### src/rtl/linecard_rx_arbiter_pkg.sv
// Shared types and constants for the line-card fabric front end.
package linecard_fabric_pkg;

   localparam int unsigned NUM_LINECARD_PORTS = 12;

   typedef enum logic {
      ARB_IDLE,
      ARB_LOCKED
   } arb_state_t;

   typedef logic [3:0] src_port_t;

endpackage

### src/rtl/linecard_rx_arbiter_if.sv
// Bundle of the N RX AXI-Stream ports, per-port enables and the merged TX stream.
// master: the line-card / downstream side; slave: the arbiter.
interface linecard_rx_arbiter_if
   import linecard_fabric_pkg::*;
#(
   parameter int NUM_PORTS  = NUM_LINECARD_PORTS,
   parameter int DATA_WIDTH = 32,
   parameter int USER_WIDTH = 1,
   parameter int SRC_WIDTH  = $clog2(NUM_PORTS)
);

   logic [NUM_PORTS-1:0]              port_enable;
   logic [NUM_PORTS-1:0]              rx_tvalid;
   logic [NUM_PORTS-1:0]              rx_tready;
   logic [NUM_PORTS*DATA_WIDTH-1:0]   rx_tdata;
   logic [NUM_PORTS*DATA_WIDTH/8-1:0] rx_tkeep;
   logic [NUM_PORTS*USER_WIDTH-1:0]   rx_tuser;
   logic [NUM_PORTS-1:0]              rx_tlast;

   logic                              tx_tvalid;
   logic                              tx_tready;
   logic [DATA_WIDTH-1:0]             tx_tdata;
   logic [DATA_WIDTH/8-1:0]           tx_tkeep;
   logic [USER_WIDTH-1:0]             tx_tuser;
   logic                              tx_tlast;
   logic [SRC_WIDTH-1:0]              tx_src;

   modport master (
      output port_enable, rx_tvalid, rx_tdata, rx_tkeep, rx_tuser, rx_tlast, tx_tready,
      input  rx_tready, tx_tvalid, tx_tdata, tx_tkeep, tx_tuser, tx_tlast, tx_src
   );

   modport slave (
      input  port_enable, rx_tvalid, rx_tdata, rx_tkeep, rx_tuser, rx_tlast, tx_tready,
      output rx_tready, tx_tvalid, tx_tdata, tx_tkeep, tx_tuser, tx_tlast, tx_src
   );

endinterface

### src/rtl/linecard_rx_arbiter_skid.sv
// linecard_rx_skid: 2-entry AXI-Stream register slice. The output register
// drives the consumer directly; the hold register absorbs the one beat that
// arrives while the output is stalled. s_ready is purely registered.
module linecard_rx_skid #(
   parameter int BEAT_WIDTH = 8
) (
   input  logic                  aclk,
   input  logic                  areset_n,
   input  logic                  s_valid,
   output logic                  s_ready,
   input  logic [BEAT_WIDTH-1:0] s_beat,
   output logic                  m_valid,
   input  logic                  m_ready,
   output logic [BEAT_WIDTH-1:0] m_beat
);

   logic [BEAT_WIDTH-1:0] out_q;
   logic [BEAT_WIDTH-1:0] hold_q;
   logic                  out_valid;
   logic                  hold_valid;

   assign s_ready = ~hold_valid;
   assign m_valid = out_valid;
   assign m_beat  = out_q;

   // Refill the output slot when it frees (hold first to keep order), else park in hold.
   always_ff @(posedge aclk or negedge areset_n) begin
      if (!areset_n) begin
         out_q      <= '0;
         hold_q     <= '0;
         out_valid  <= 1'b0;
         hold_valid <= 1'b0;
      end else if (!out_valid || m_ready) begin
         if (hold_valid) begin
            out_q      <= hold_q;
            out_valid  <= 1'b1;
            hold_valid <= 1'b0;
         end else if (s_valid) begin
            out_q     <= s_beat;
            out_valid <= 1'b1;
         end else begin
            out_valid <= 1'b0;
         end
      end else if (s_valid && !hold_valid) begin
         hold_q     <= s_beat;
         hold_valid <= 1'b1;
      end
   end

endmodule

### src/rtl/linecard_rx_arbiter.sv
// linecard_rx_arbiter: round-robin, frame-atomic N:1 merge of line-card RX
// streams, each output beat tagged with its source port. Disabled ports are
// sunk. Optional macro LINECARD_RX_ARB_STATS_EN adds per-port frame counters
// on stats_frames.
module linecard_rx_arbiter
   import linecard_fabric_pkg::*;
#(
   parameter int NUM_PORTS  = NUM_LINECARD_PORTS,
   parameter int DATA_WIDTH = 32,
   parameter int USER_WIDTH = 1,
   parameter int SRC_WIDTH  = $clog2(NUM_PORTS)
) (
   input  logic aclk,
   input  logic areset_n,
   linecard_rx_arbiter_if.slave bus
`ifdef LINECARD_RX_ARB_STATS_EN
   ,
   output logic [NUM_PORTS*32-1:0] stats_frames
`endif
);

   localparam int KEEP_WIDTH = DATA_WIDTH / 8;
   localparam int BEAT_WIDTH = DATA_WIDTH + KEEP_WIDTH + USER_WIDTH + 1 + SRC_WIDTH;

   arb_state_t             state;
   logic [SRC_WIDTH-1:0]   grant_q;
   logic                   running;

   logic [NUM_PORTS-1:0]   req;
   logic [SRC_WIDTH-1:0]   pick;
   logic [NUM_PORTS-1:0]   grant_onehot;

   logic                   sel_valid;
   logic [DATA_WIDTH-1:0]  sel_data;
   logic [KEEP_WIDTH-1:0]  sel_keep;
   logic [USER_WIDTH-1:0]  sel_user;
   logic                   sel_last;

   logic                   skid_valid_in;
   logic                   skid_ready;
   logic                   beat_acc;
   logic [BEAT_WIDTH-1:0]  skid_out;

   assign req = bus.rx_tvalid & bus.port_enable;

   // Round-robin search starting just after the last grant; the nearest requester wins.
   always_comb begin
      logic [SRC_WIDTH-1:0] idx;
      pick = grant_q;
      for (int unsigned k = NUM_PORTS; k >= 1; k--) begin
         idx = SRC_WIDTH'((32'(grant_q) + k) % NUM_PORTS);
         if (req[idx]) pick = idx;
      end
   end

   // Mux the granted port's beat and build its one-hot mask.
   always_comb begin
      sel_valid    = 1'b0;
      sel_data     = '0;
      sel_keep     = '0;
      sel_user     = '0;
      sel_last     = 1'b0;
      grant_onehot = '0;
      for (int unsigned p = 0; p < NUM_PORTS; p++) begin
         if (grant_q == SRC_WIDTH'(p)) begin
            grant_onehot[p] = 1'b1;
            sel_valid       = bus.rx_tvalid[p];
            sel_data        = bus.rx_tdata[p*DATA_WIDTH +: DATA_WIDTH];
            sel_keep        = bus.rx_tkeep[p*KEEP_WIDTH +: KEEP_WIDTH];
            sel_user        = bus.rx_tuser[p*USER_WIDTH +: USER_WIDTH];
            sel_last        = bus.rx_tlast[p];
         end
      end
   end

   assign skid_valid_in = (state == ARB_LOCKED) && sel_valid;
   assign beat_acc      = skid_valid_in && skid_ready;

   // Disabled ports sink freely unless they hold the grant; enabled ones wait for it.
   always_comb begin
      bus.rx_tready = '0;
      if (running) begin
         bus.rx_tready = ~bus.port_enable;
         if (state == ARB_LOCKED)
            bus.rx_tready = (bus.rx_tready & ~grant_onehot) |
                            (grant_onehot & {NUM_PORTS{skid_ready}});
      end
   end

   // Arbitration FSM: one IDLE cycle to pick a port, LOCKED until its tlast is accepted.
   always_ff @(posedge aclk or negedge areset_n) begin
      if (!areset_n) begin
         state   <= ARB_IDLE;
         grant_q <= SRC_WIDTH'(NUM_PORTS - 1);
         running <= 1'b0;
      end else begin
         running <= 1'b1;
         case (state)
            ARB_IDLE: begin
               if (running && (req != '0)) begin
                  grant_q <= pick;
                  state   <= ARB_LOCKED;
               end
            end
            ARB_LOCKED: begin
               if (beat_acc && sel_last) state <= ARB_IDLE;
            end
            default: state <= ARB_IDLE;
         endcase
      end
   end

   linecard_rx_skid #(
      .BEAT_WIDTH (BEAT_WIDTH)
   ) u_skid (
      .aclk     (aclk),
      .areset_n (areset_n),
      .s_valid  (skid_valid_in),
      .s_ready  (skid_ready),
      .s_beat   ({sel_data, sel_keep, sel_user, sel_last, grant_q}),
      .m_valid  (bus.tx_tvalid),
      .m_ready  (bus.tx_tready),
      .m_beat   (skid_out)
   );

   assign {bus.tx_tdata, bus.tx_tkeep, bus.tx_tuser, bus.tx_tlast, bus.tx_src} = skid_out;

`ifdef LINECARD_RX_ARB_STATS_EN
   logic [31:0] frame_cnt [NUM_PORTS];

   // Count frames per port on the accepted tlast beat; wraps naturally.
   always_ff @(posedge aclk or negedge areset_n) begin
      if (!areset_n) begin
         for (int unsigned p = 0; p < NUM_PORTS; p++) frame_cnt[p] <= '0;
      end else if (beat_acc && sel_last) begin
         frame_cnt[grant_q] <= frame_cnt[grant_q] + 32'd1;
      end
   end

   // Flatten the counters onto the stats bus.
   always_comb begin
      stats_frames = '0;
      for (int unsigned p = 0; p < NUM_PORTS; p++) stats_frames[p*32 +: 32] = frame_cnt[p];
   end
`endif

endmodule

### src/flat_wrapper.sv
// flat-port wrapper written by rule: the top's interface ports become plain ports
module linecard_rx_arbiter_flat import linecard_fabric_pkg::*;
#(
   parameter int NUM_PORTS  = NUM_LINECARD_PORTS,
   parameter int DATA_WIDTH = 32,
   parameter int USER_WIDTH = 1,
   parameter int SRC_WIDTH  = $clog2(NUM_PORTS)
)
  (aclk, areset_n, bus_port_enable, bus_rx_tvalid, bus_rx_tdata, bus_rx_tkeep, bus_rx_tuser, bus_rx_tlast, bus_tx_tready, bus_rx_tready, bus_tx_tvalid, bus_tx_tdata, bus_tx_tkeep, bus_tx_tuser, bus_tx_tlast, bus_tx_src);
  linecard_rx_arbiter_if #(.NUM_PORTS(NUM_PORTS), .DATA_WIDTH(DATA_WIDTH), .USER_WIDTH(USER_WIDTH), .SRC_WIDTH(SRC_WIDTH)) bus_i ();
  input  logic aclk;
  input  logic areset_n;
  input wire logic [$bits(bus_i.port_enable)-1:0] bus_port_enable;
  input wire logic [$bits(bus_i.rx_tvalid)-1:0] bus_rx_tvalid;
  input wire logic [$bits(bus_i.rx_tdata)-1:0] bus_rx_tdata;
  input wire logic [$bits(bus_i.rx_tkeep)-1:0] bus_rx_tkeep;
  input wire logic [$bits(bus_i.rx_tuser)-1:0] bus_rx_tuser;
  input wire logic [$bits(bus_i.rx_tlast)-1:0] bus_rx_tlast;
  input wire logic [$bits(bus_i.tx_tready)-1:0] bus_tx_tready;
  output wire logic [$bits(bus_i.rx_tready)-1:0] bus_rx_tready;
  output wire logic [$bits(bus_i.tx_tvalid)-1:0] bus_tx_tvalid;
  output wire logic [$bits(bus_i.tx_tdata)-1:0] bus_tx_tdata;
  output wire logic [$bits(bus_i.tx_tkeep)-1:0] bus_tx_tkeep;
  output wire logic [$bits(bus_i.tx_tuser)-1:0] bus_tx_tuser;
  output wire logic [$bits(bus_i.tx_tlast)-1:0] bus_tx_tlast;
  output wire logic [$bits(bus_i.tx_src)-1:0] bus_tx_src;
  assign bus_i.port_enable = bus_port_enable;
  assign bus_i.rx_tvalid = bus_rx_tvalid;
  assign bus_i.rx_tdata = bus_rx_tdata;
  assign bus_i.rx_tkeep = bus_rx_tkeep;
  assign bus_i.rx_tuser = bus_rx_tuser;
  assign bus_i.rx_tlast = bus_rx_tlast;
  assign bus_i.tx_tready = bus_tx_tready;
  assign bus_rx_tready = bus_i.rx_tready;
  assign bus_tx_tvalid = bus_i.tx_tvalid;
  assign bus_tx_tdata = bus_i.tx_tdata;
  assign bus_tx_tkeep = bus_i.tx_tkeep;
  assign bus_tx_tuser = bus_i.tx_tuser;
  assign bus_tx_tlast = bus_i.tx_tlast;
  assign bus_tx_src = bus_i.tx_src;
  linecard_rx_arbiter #(.NUM_PORTS(NUM_PORTS), .DATA_WIDTH(DATA_WIDTH), .USER_WIDTH(USER_WIDTH), .SRC_WIDTH(SRC_WIDTH)) u_core (.aclk(aclk), .areset_n(areset_n), .bus(bus_i));
endmodule
### config.mk
export PLATFORM = sky130hd
export DESIGN_NAME = linecard_rx_arbiter_flat
export DESIGN_NICKNAME = d
export VERILOG_FILES = /design/src/rtl/linecard_rx_arbiter_pkg.sv /design/src/rtl/linecard_rx_arbiter_if.sv /design/src/rtl/linecard_rx_arbiter_skid.sv /design/src/rtl/linecard_rx_arbiter.sv /design/src/flat_wrapper.sv
export SDC_FILE = /design/constraint.sdc
export NUM_CORES = 1
export LEC_CHECK = 0
export CORE_AREA = 5 5 206 208
export CTS_BUF_LIST = sky130_fd_sc_hd__clkbuf_16
export DETAILED_ROUTE_END_ITERATION = 10
export DIE_AREA = 0 0 211 213
export PLACE_DENSITY = 0.62
export SYNTH_ARGS = -nofsm -noshare
export SYNTH_HDL_FRONTEND = slang
export SYNTH_HIERARCHICAL = 1
export SYNTH_SLANG_ARGS = --single-unit
### constraint.sdc
create_clock -name aclk -period 4.6 [get_ports aclk]
set_input_delay 0.69 -clock aclk [delete_from_list [all_inputs] [get_ports aclk]]
set_output_delay 0.69 -clock aclk [all_outputs]
set_load 0.02 [all_outputs]
==> results of run 1 <==
final cells by class:
cell class | instances | area, um2 | share of cell area (%)
Timing Repair Buffer | 590 | 5840 | 33.7
Antenna cell | 8 | 20.0 | 0.116
Sequential cell | 92 | 2310 | 13.3
Clock buffer | 9 | 225 | 1.30
Inverter | 18 | 68.8 | 0.397
Multi-Input combinational cell | 1082 | 8120 | 46.8
Clock inverter | 7 | 81.3 | 0.469
Tap cell | 532 | 666 | 3.84
worst max-delay path, cell delays in order, from the launching register on:
cell     delay [ns]
dfstp_2        0.53
buf_4          0.32
ha_1           0.53
nand2_1        0.20
inv_1          0.16
ha_1           0.27
nor3b_4        0.28
mux2i_1        0.11
mux4_2         0.57
nor3_4         0.32
and4_4         0.30
a31oi_4        0.13
o21ai_2        0.10
mux2_4         0.30
registers in the layout, summed over array words and instances, names as in the netlist:
register / count
u_core/running: 1
u_core/grant_q: 4
u_core/u_skid/hold_q: 42
u_core/u_skid/hold_valid: 1
u_core/u_skid/m_beat: 42
u_core/u_skid/m_valid: 1
u_core/state: 1
routing by layer:
| metal | up-vias | share of wire, % | GRT usage [%] |
|---|---|---|---|
| li1 | 6068 | - | - |
| met1 | 6445 | 39 | 33.2 |
| met2 | 655 | 51 | 48.4 |
| met3 | 100 | 6.7 | 4.97 |
| met4 | 6 | 3.4 | 8.25 |
| met5 | - | 0.052 | 0 |
per-stage QoR:
stage               total power [uW]  hold slack (ns)  util (%)
CTS                            12300            0.444      42.9
finish                         12300            0.405      42.9
global placement               11300            0.483      42.1
floorplan                       7850            0.394         -
detailed placement             11400            0.486      42.1
global route                   13000            0.469      42.9
where the power goes:
group	internal [uW]	total, uW	switching [uW]
clock	433	781	349
sequential	1190	1410	215
combinational	4290	10100	5850
worst min-delay path by stage:
stage,start,end,slack [ns],depth (start not counted)
floorplan,areset_n,u_core/grant_q[2],0.39,0
global placement,u_core/u_skid/m_beat[33],u_core/u_skid/m_beat[33],0.48,1
detailed placement,u_core/u_skid/m_beat[34],u_core/u_skid/m_beat[34],0.49,1
CTS,areset_n,u_core/u_skid/m_beat[22],0.44,1
global route,areset_n,u_core/u_skid/m_beat[22],0.47,1
finish,areset_n,u_core/u_skid/m_beat[22],0.40,1
cells by family (layout without fill, tap and decap cells):
| family | after synthesis | count (layout) | share of synthesized area [%] |
|---|---|---|---|
| simple gates | 444 | 444 | 19.8 |
| other cells | 1 | 9 | 0.0340 |
| xor+xnor | 10 | 10 | 0.931 |
| compound gates | 439 | 439 | 30.7 |
| buf+inv | 150 | 624 | 6.01 |
| mux | 165 | 165 | 19.0 |
| fa+ha+maj | 23 | 23 | 2.61 |
| flops | 92 | 92 | 20.9 |
cell usage after synthesis (6+ instances only):
cell      instances
nand2_1         145
nor2_1          143
mux2_2          127
clkbuf_1         99
dfrtp_1          89
a221oi_1         78
a22o_1           76
o21ai_0          57
o211ai_1         46
a31oi_1          45
o311ai_0         42
nand3b_1         37
ha_1             23
mux4_2           22
and2_1           21
a21oi_1          18
inv_1            16
nand3_1          16
nor3_1           13
o211a_1          13
buf_2            12
mux2i_1          12
nor2b_1          12
buf_6             9
a211oi_1          8
buf_1             8
nand2b_1          8
and3_1            7
xnor2_1           7
a22oi_1           6
or3_1             6
repair_timing:
item	CTS	global route
hold buffers	0	0
gates resized for setup	0	1
endpoints found under the setup margin	0	1
==> impl_metrics.tcl, run 1 <==
set metrics [dict create \
    status "complete, no violations" \
    drt-total-wl_mm 64.8 \
    wire_per_inst_um 27.7 \
    dr_total_vias 13300 \
    synth_top_area_cell "dfrtp_1" \
    synth_edf_count 0 \
    dp_hpwl_mm 52.8 \
    cts_root_buf "clkbuf_16" \
    drt-initial-drc-count 1141 \
    max_slew_margin_pct 27.6 \
    netlist_instances 1324 \
    setup-violations-final 0 \
    setup_ws_ns 0.395 \
    dieHeight_um 213 \
    drive_gt1_share_pct 14.7 \
    synth.avg_cell_area_um2 8.32 \
    dp_slack_ns 0.436 \
    dieWidth_um 211 \
    final-hold-violation-count 0 \
    rows 74 \
    grt_pass1_vias 13200 \
    grt_first_pass_wirelength_mm 90.9 \
    finalSetupTns_ns 0 \
    gp_congestion 1.00 \
    grt_overflow 0 \
    final_cell_area_um2 17300 \
    crit_start "u_core/grant_q[3]" \
    crit_path_end "u_core/grant_q[1]" \
    grt_max_degree 79 \
    period_share_pct 91.4 \
    endpoint_kind "flip-flop" \
    tightest_slew_ns 1.08 \
    drcViolationCount 0 \
    ys_types 86 \
    clk_latency_ns 0.35 \
    yosysWarningCount 6 \
    postCtsSetupBuffers 0 \
    fillCellCount 4118 \
    required_ns 4.87 \
    nets 2299 \
    ys_async_sr_fraction_pct 100 \
    ant_nets 0 \
    dp.cells 2314 \
    period_needed_ns 4.21 \
    postPlaceCellArea_um2 17000 \
    start_util_pct 27.3 \
    fp.dieArea_um2 44900 \
    reg2regPathDepth 13 \
    reg2reg_to "u_core/grant_q[1]" \
    ys_seq_area_share_pct 20.9 \
    cellLeakagePower_uw 0.00658 \
    clk_pin_slew_ns 0.08 \
    crit_arrival_ns 4.48 \
    hold_path.class "in2async" \
    grtUsageTotal_pct 27.1 \
    area_delta_synth_final_pct 57.2 \
    boundaryPins 538 \
    fmax_mhz 238 \
    clock-skew-final_ns 0.00919 \
    antenna_found_initial 12 \
    fp.coreArea_um2 40400 \
    worst_ir_drop_vdd_mv 0.336 \
    path_class "reg2reg" \
    final_cell_mix "535 x clkdlybuf4s50_1, 142 x nand2_1, 141 x nor2_1, 127 x mux2_2, 88 x dfrtp_1" \
    ys_top_cells_by_area "dfrtp_1 20%, mux2_2 13%, a221oi_1 6.2%" \
    crit_fanout 25 \
    syn-cell-area_um2 11000 \
    max_cap_viol_count 0 \
    synth_flop_cell "dfrtp_1" \
    viasPerCell 5.68 \
    synth_seq_cells 92 \
    worstReg2RegStart "u_core/grant_q[3]" \
    crit_path_start_kind "flip-flop" \
    r2r_slack_ns 0.40 \
    yosysTopAreaCellShare_pct 20.2 \
    postSynthNetCount 1830 \
    port_buffers 537 \
    finalMaxSlewViolations 0 \
    firstDrtPassIters 6 \
    mostFrequentLayoutCell "clkdlybuf4s50_1" \
    numCtsBuffers 9 \
    cts-htree-levels 3 \
    rsz0062_at_grt "false" \
    fin_cells 2338 \
    power_density_nw_per_um2 711 \
    cts_tree "built" \
    numClockSinks 92 \
    clk_path_buf_depth 2 \
]
Note: power is estimated with default switching activity, not from simulation.
==> run 2: changes to the inputs <==
- CAP_MARGIN: not set -> 20
- CORE_AREA: 5 5 206 208 -> 3 3 210 212
- DIE_AREA: 0 0 211 213 -> 0 0 213 215
- PLACE_DENSITY: 0.62 -> 0.59
==> run 2 against run 1 <==
Against the previous run: clock power down 3.8%; clock-buffer cell count unchanged; total power up 1.3%; worst setup slack worse by 0.11 ns; global-route usage up 0.053 points; register-to-register slack worse by 0.11 ns; non-clock buffer count up 5; flip-flop and latch count unchanged; critical path depth up 1; sequential power about the same.
==> impl_metrics.tcl, run 2 (synthesized netlist as in run 1, its figures left out) <==
set metrics [dict create \
    tightest_slew_ns 1.03 \
    path_class "reg2reg" \
    ant_nets 0 \
    reg2regPathDepth 14 \
    cts-htree-levels 3 \
    clk_latency_ns 0.36 \
    gp_congestion 1.01 \
    period_needed_ns 4.32 \
    fp.coreArea_um2 42100 \
    nets 2304 \
    final_cell_area_um2 17400 \
    viasPerCell 5.63 \
    dr_total_vias 13200 \
    cts_hold_buf 0 \
    drt-total-wl_mm 64.4 \
    grtUsageTotal_pct 27.1 \
    p_int_uw 5970 \
    area_delta_synth_final_pct 57.7 \
    hold_path.class "in2async" \
    max_slew_margin_pct 30.6 \
    dieHeight_um 215 \
    antenna_found_initial 6 \
    clk_path_buf_depth 2 \
    rsz0062_at_grt "false" \
    seqCellArea_um2 2310 \
    r2r_slack_ns 0.28 \
    fmax_mhz 232 \
    sw_frac_of_total_pct 52.2 \
    clk_pin_slew_ns 0.07 \
    start_util_pct 26.2 \
    clkPwrFrac_pct 6.0 \
    power_density_nw_per_um2 718 \
    fillCellCount 4291 \
    boundaryPins 538 \
    worst_ir_drop_vdd_mv 0.261 \
    max_cap_viol_count 0 \
    required_ns 4.89 \
    final-hold-violation-count 0 \
    grt_overflow 0 \
    power.switching_uw 6520 \
    firstDrtPassIters 5 \
    fp.dieArea_um2 45800 \
    seqPwrFrac_pct 11.2 \
    crit_fanout 13 \
    final_cell_mix "536 x clkdlybuf4s50_1, 142 x nand2_1, 141 x nor2_1, 127 x mux2_2, 88 x dfrtp_1" \
    dieWidth_um 213 \
    numClockSinks 92 \
    dp_hpwl_mm 52.7 \
    multi_input_area_um2 8120 \
    grt_pass1_vias 13400 \
    mostFrequentLayoutCell "clkdlybuf4s50_1" \
    drt-initial-drc-count 1093 \
    drive_gt1_share_pct 14.7 \
    cellLeakagePower_uw 0.00660 \
    postCtsSetupBuffers 0 \
    status "complete, no violations" \
    setup-violations-final 0 \
    finalSetupTns_ns 0 \
    comb_power_share_pct 82.8 \
    reg2reg_to "u_core/grant_q[1]" \
    grt_first_pass_wirelength_mm 91.5 \
    clock-skew-final_ns 0.00803 \
    endpoint_kind "flip-flop" \
    numCtsBuffers 9 \
    rows 75 \
    port_buffers 537 \
    period_share_pct 93.9 \
    wire_per_inst_um 27.5 \
    cts_root_buf "clkbuf_16" \
    crit_arrival_ns 4.61 \
    worstReg2RegStart "u_core/grant_q[1]" \
    grt_max_degree 79 \
    postPlaceCellArea_um2 17100 \
    finalMaxSlewViolations 0 \
    drcViolationCount 0 \
    crit_path_start_kind "flip-flop" \
    cts_tree "built" \
]
-- run 2: cell count changes in the layout (fill, tap and decap cells not counted), sizes merged --
cell	delta
clkinvlp	+1
clkdlybuf4s50	+1
buf	+4
clkinv	+2
diode	-3
inv	-4
-- run 2: how the worst max path moves through the flow --
stage,startpoint,endpoint,slack (ns),depth (start not counted)
final,u_core/grant_q[1],u_core/grant_q[1],0.28,14
after global routing,u_core/grant_q[1],u_core/grant_q[2],0.002,14
after CTS,u_core/grant_q[1],u_core/grant_q[1],0.15,11
after detailed placement,u_core/grant_q[1],u_core/grant_q[1],0.16,11
after global placement,u_core/grant_q[1],u_core/grant_q[1],0.21,11
after floorplan,u_core/grant_q[2],u_core/grant_q[1],0.56,16
-- run 2: power by group through the flow --
stage | Sequential, uW | Combinational (uW) | Clock [uW]
5_1_grt | 1450 | 11000 | 795
6_report | 1400 | 10300 | 751
4_1_cts | 1400 | 10300 | 767
3_5_place_dp | 1410 | 10200 | 0
3_3_place_gp | 1390 | 10200 | 0
2_1_floorplan | 1580 | 6270 | 0
-- run 2: routing by layer --
layer / share of wire, % / track usage [%] / vias up
met1: 40 / 33.6 / 6521
met2: 52 / 49.3 / 541
li1: - / - / 6080
met3: 6.2 / 4.26 / 62
met4: 2.3 / 5.79 / 4
met5: 0.036 / 0 / -
-- run 2: per-stage QoR --
stage | power [uW] | util, % | worst slack (ns) | hold WS [ns] | std cells
3_5_place_dp | 11600 | 40.5 | 0.161 | 0.478 | 2325
3_3_place_gp | 11600 | 40.5 | 0.211 | 0.480 | 2325
5_1_grt | 13300 | 41.2 | 0.00191 | 0.515 | 2341
6_report | 12500 | 41.3 | 0.283 | 0.460 | 2346
2_1_floorplan | 7850 | - | 0.557 | 0.394 | 1324
4_1_cts | 12400 | 41.2 | 0.153 | 0.491 | 2340
-- run 2: what timing repair did --
action | CTS | global route
resized for setup | 0 | 1
setup endpoints to repair | 0 | 2
hold endpoints to repair | 0 | 0
-- run 2: cell type report --
cell class                      count  share of cell area (%)
Clock buffer                        9                    1.30
Multi-Input combinational cell   1082                    46.7
Antenna cell                        5                  0.0720
Timing Repair Buffer              595                    34.0
Clock inverter                      6                   0.331
Sequential cell                    92                    13.3
Inverter                           18                   0.396
Tap cell                          539                    3.88
-- run 2: critical path, stage by stage (launching register included) --
cell and delay, ns:
dfstp_2 0.63, clkinv_2 0.30, ha_1 0.43, nor2b_1 0.30, or2_2 0.18, ha_1 0.14
and3b_1 0.18, mux2i_1 0.21, mux2_2 0.38, or2_1 0.24, o211a_1 0.29, and3_1 0.28
a31oi_4 0.27, o21ai_2 0.10, mux2_4 0.31
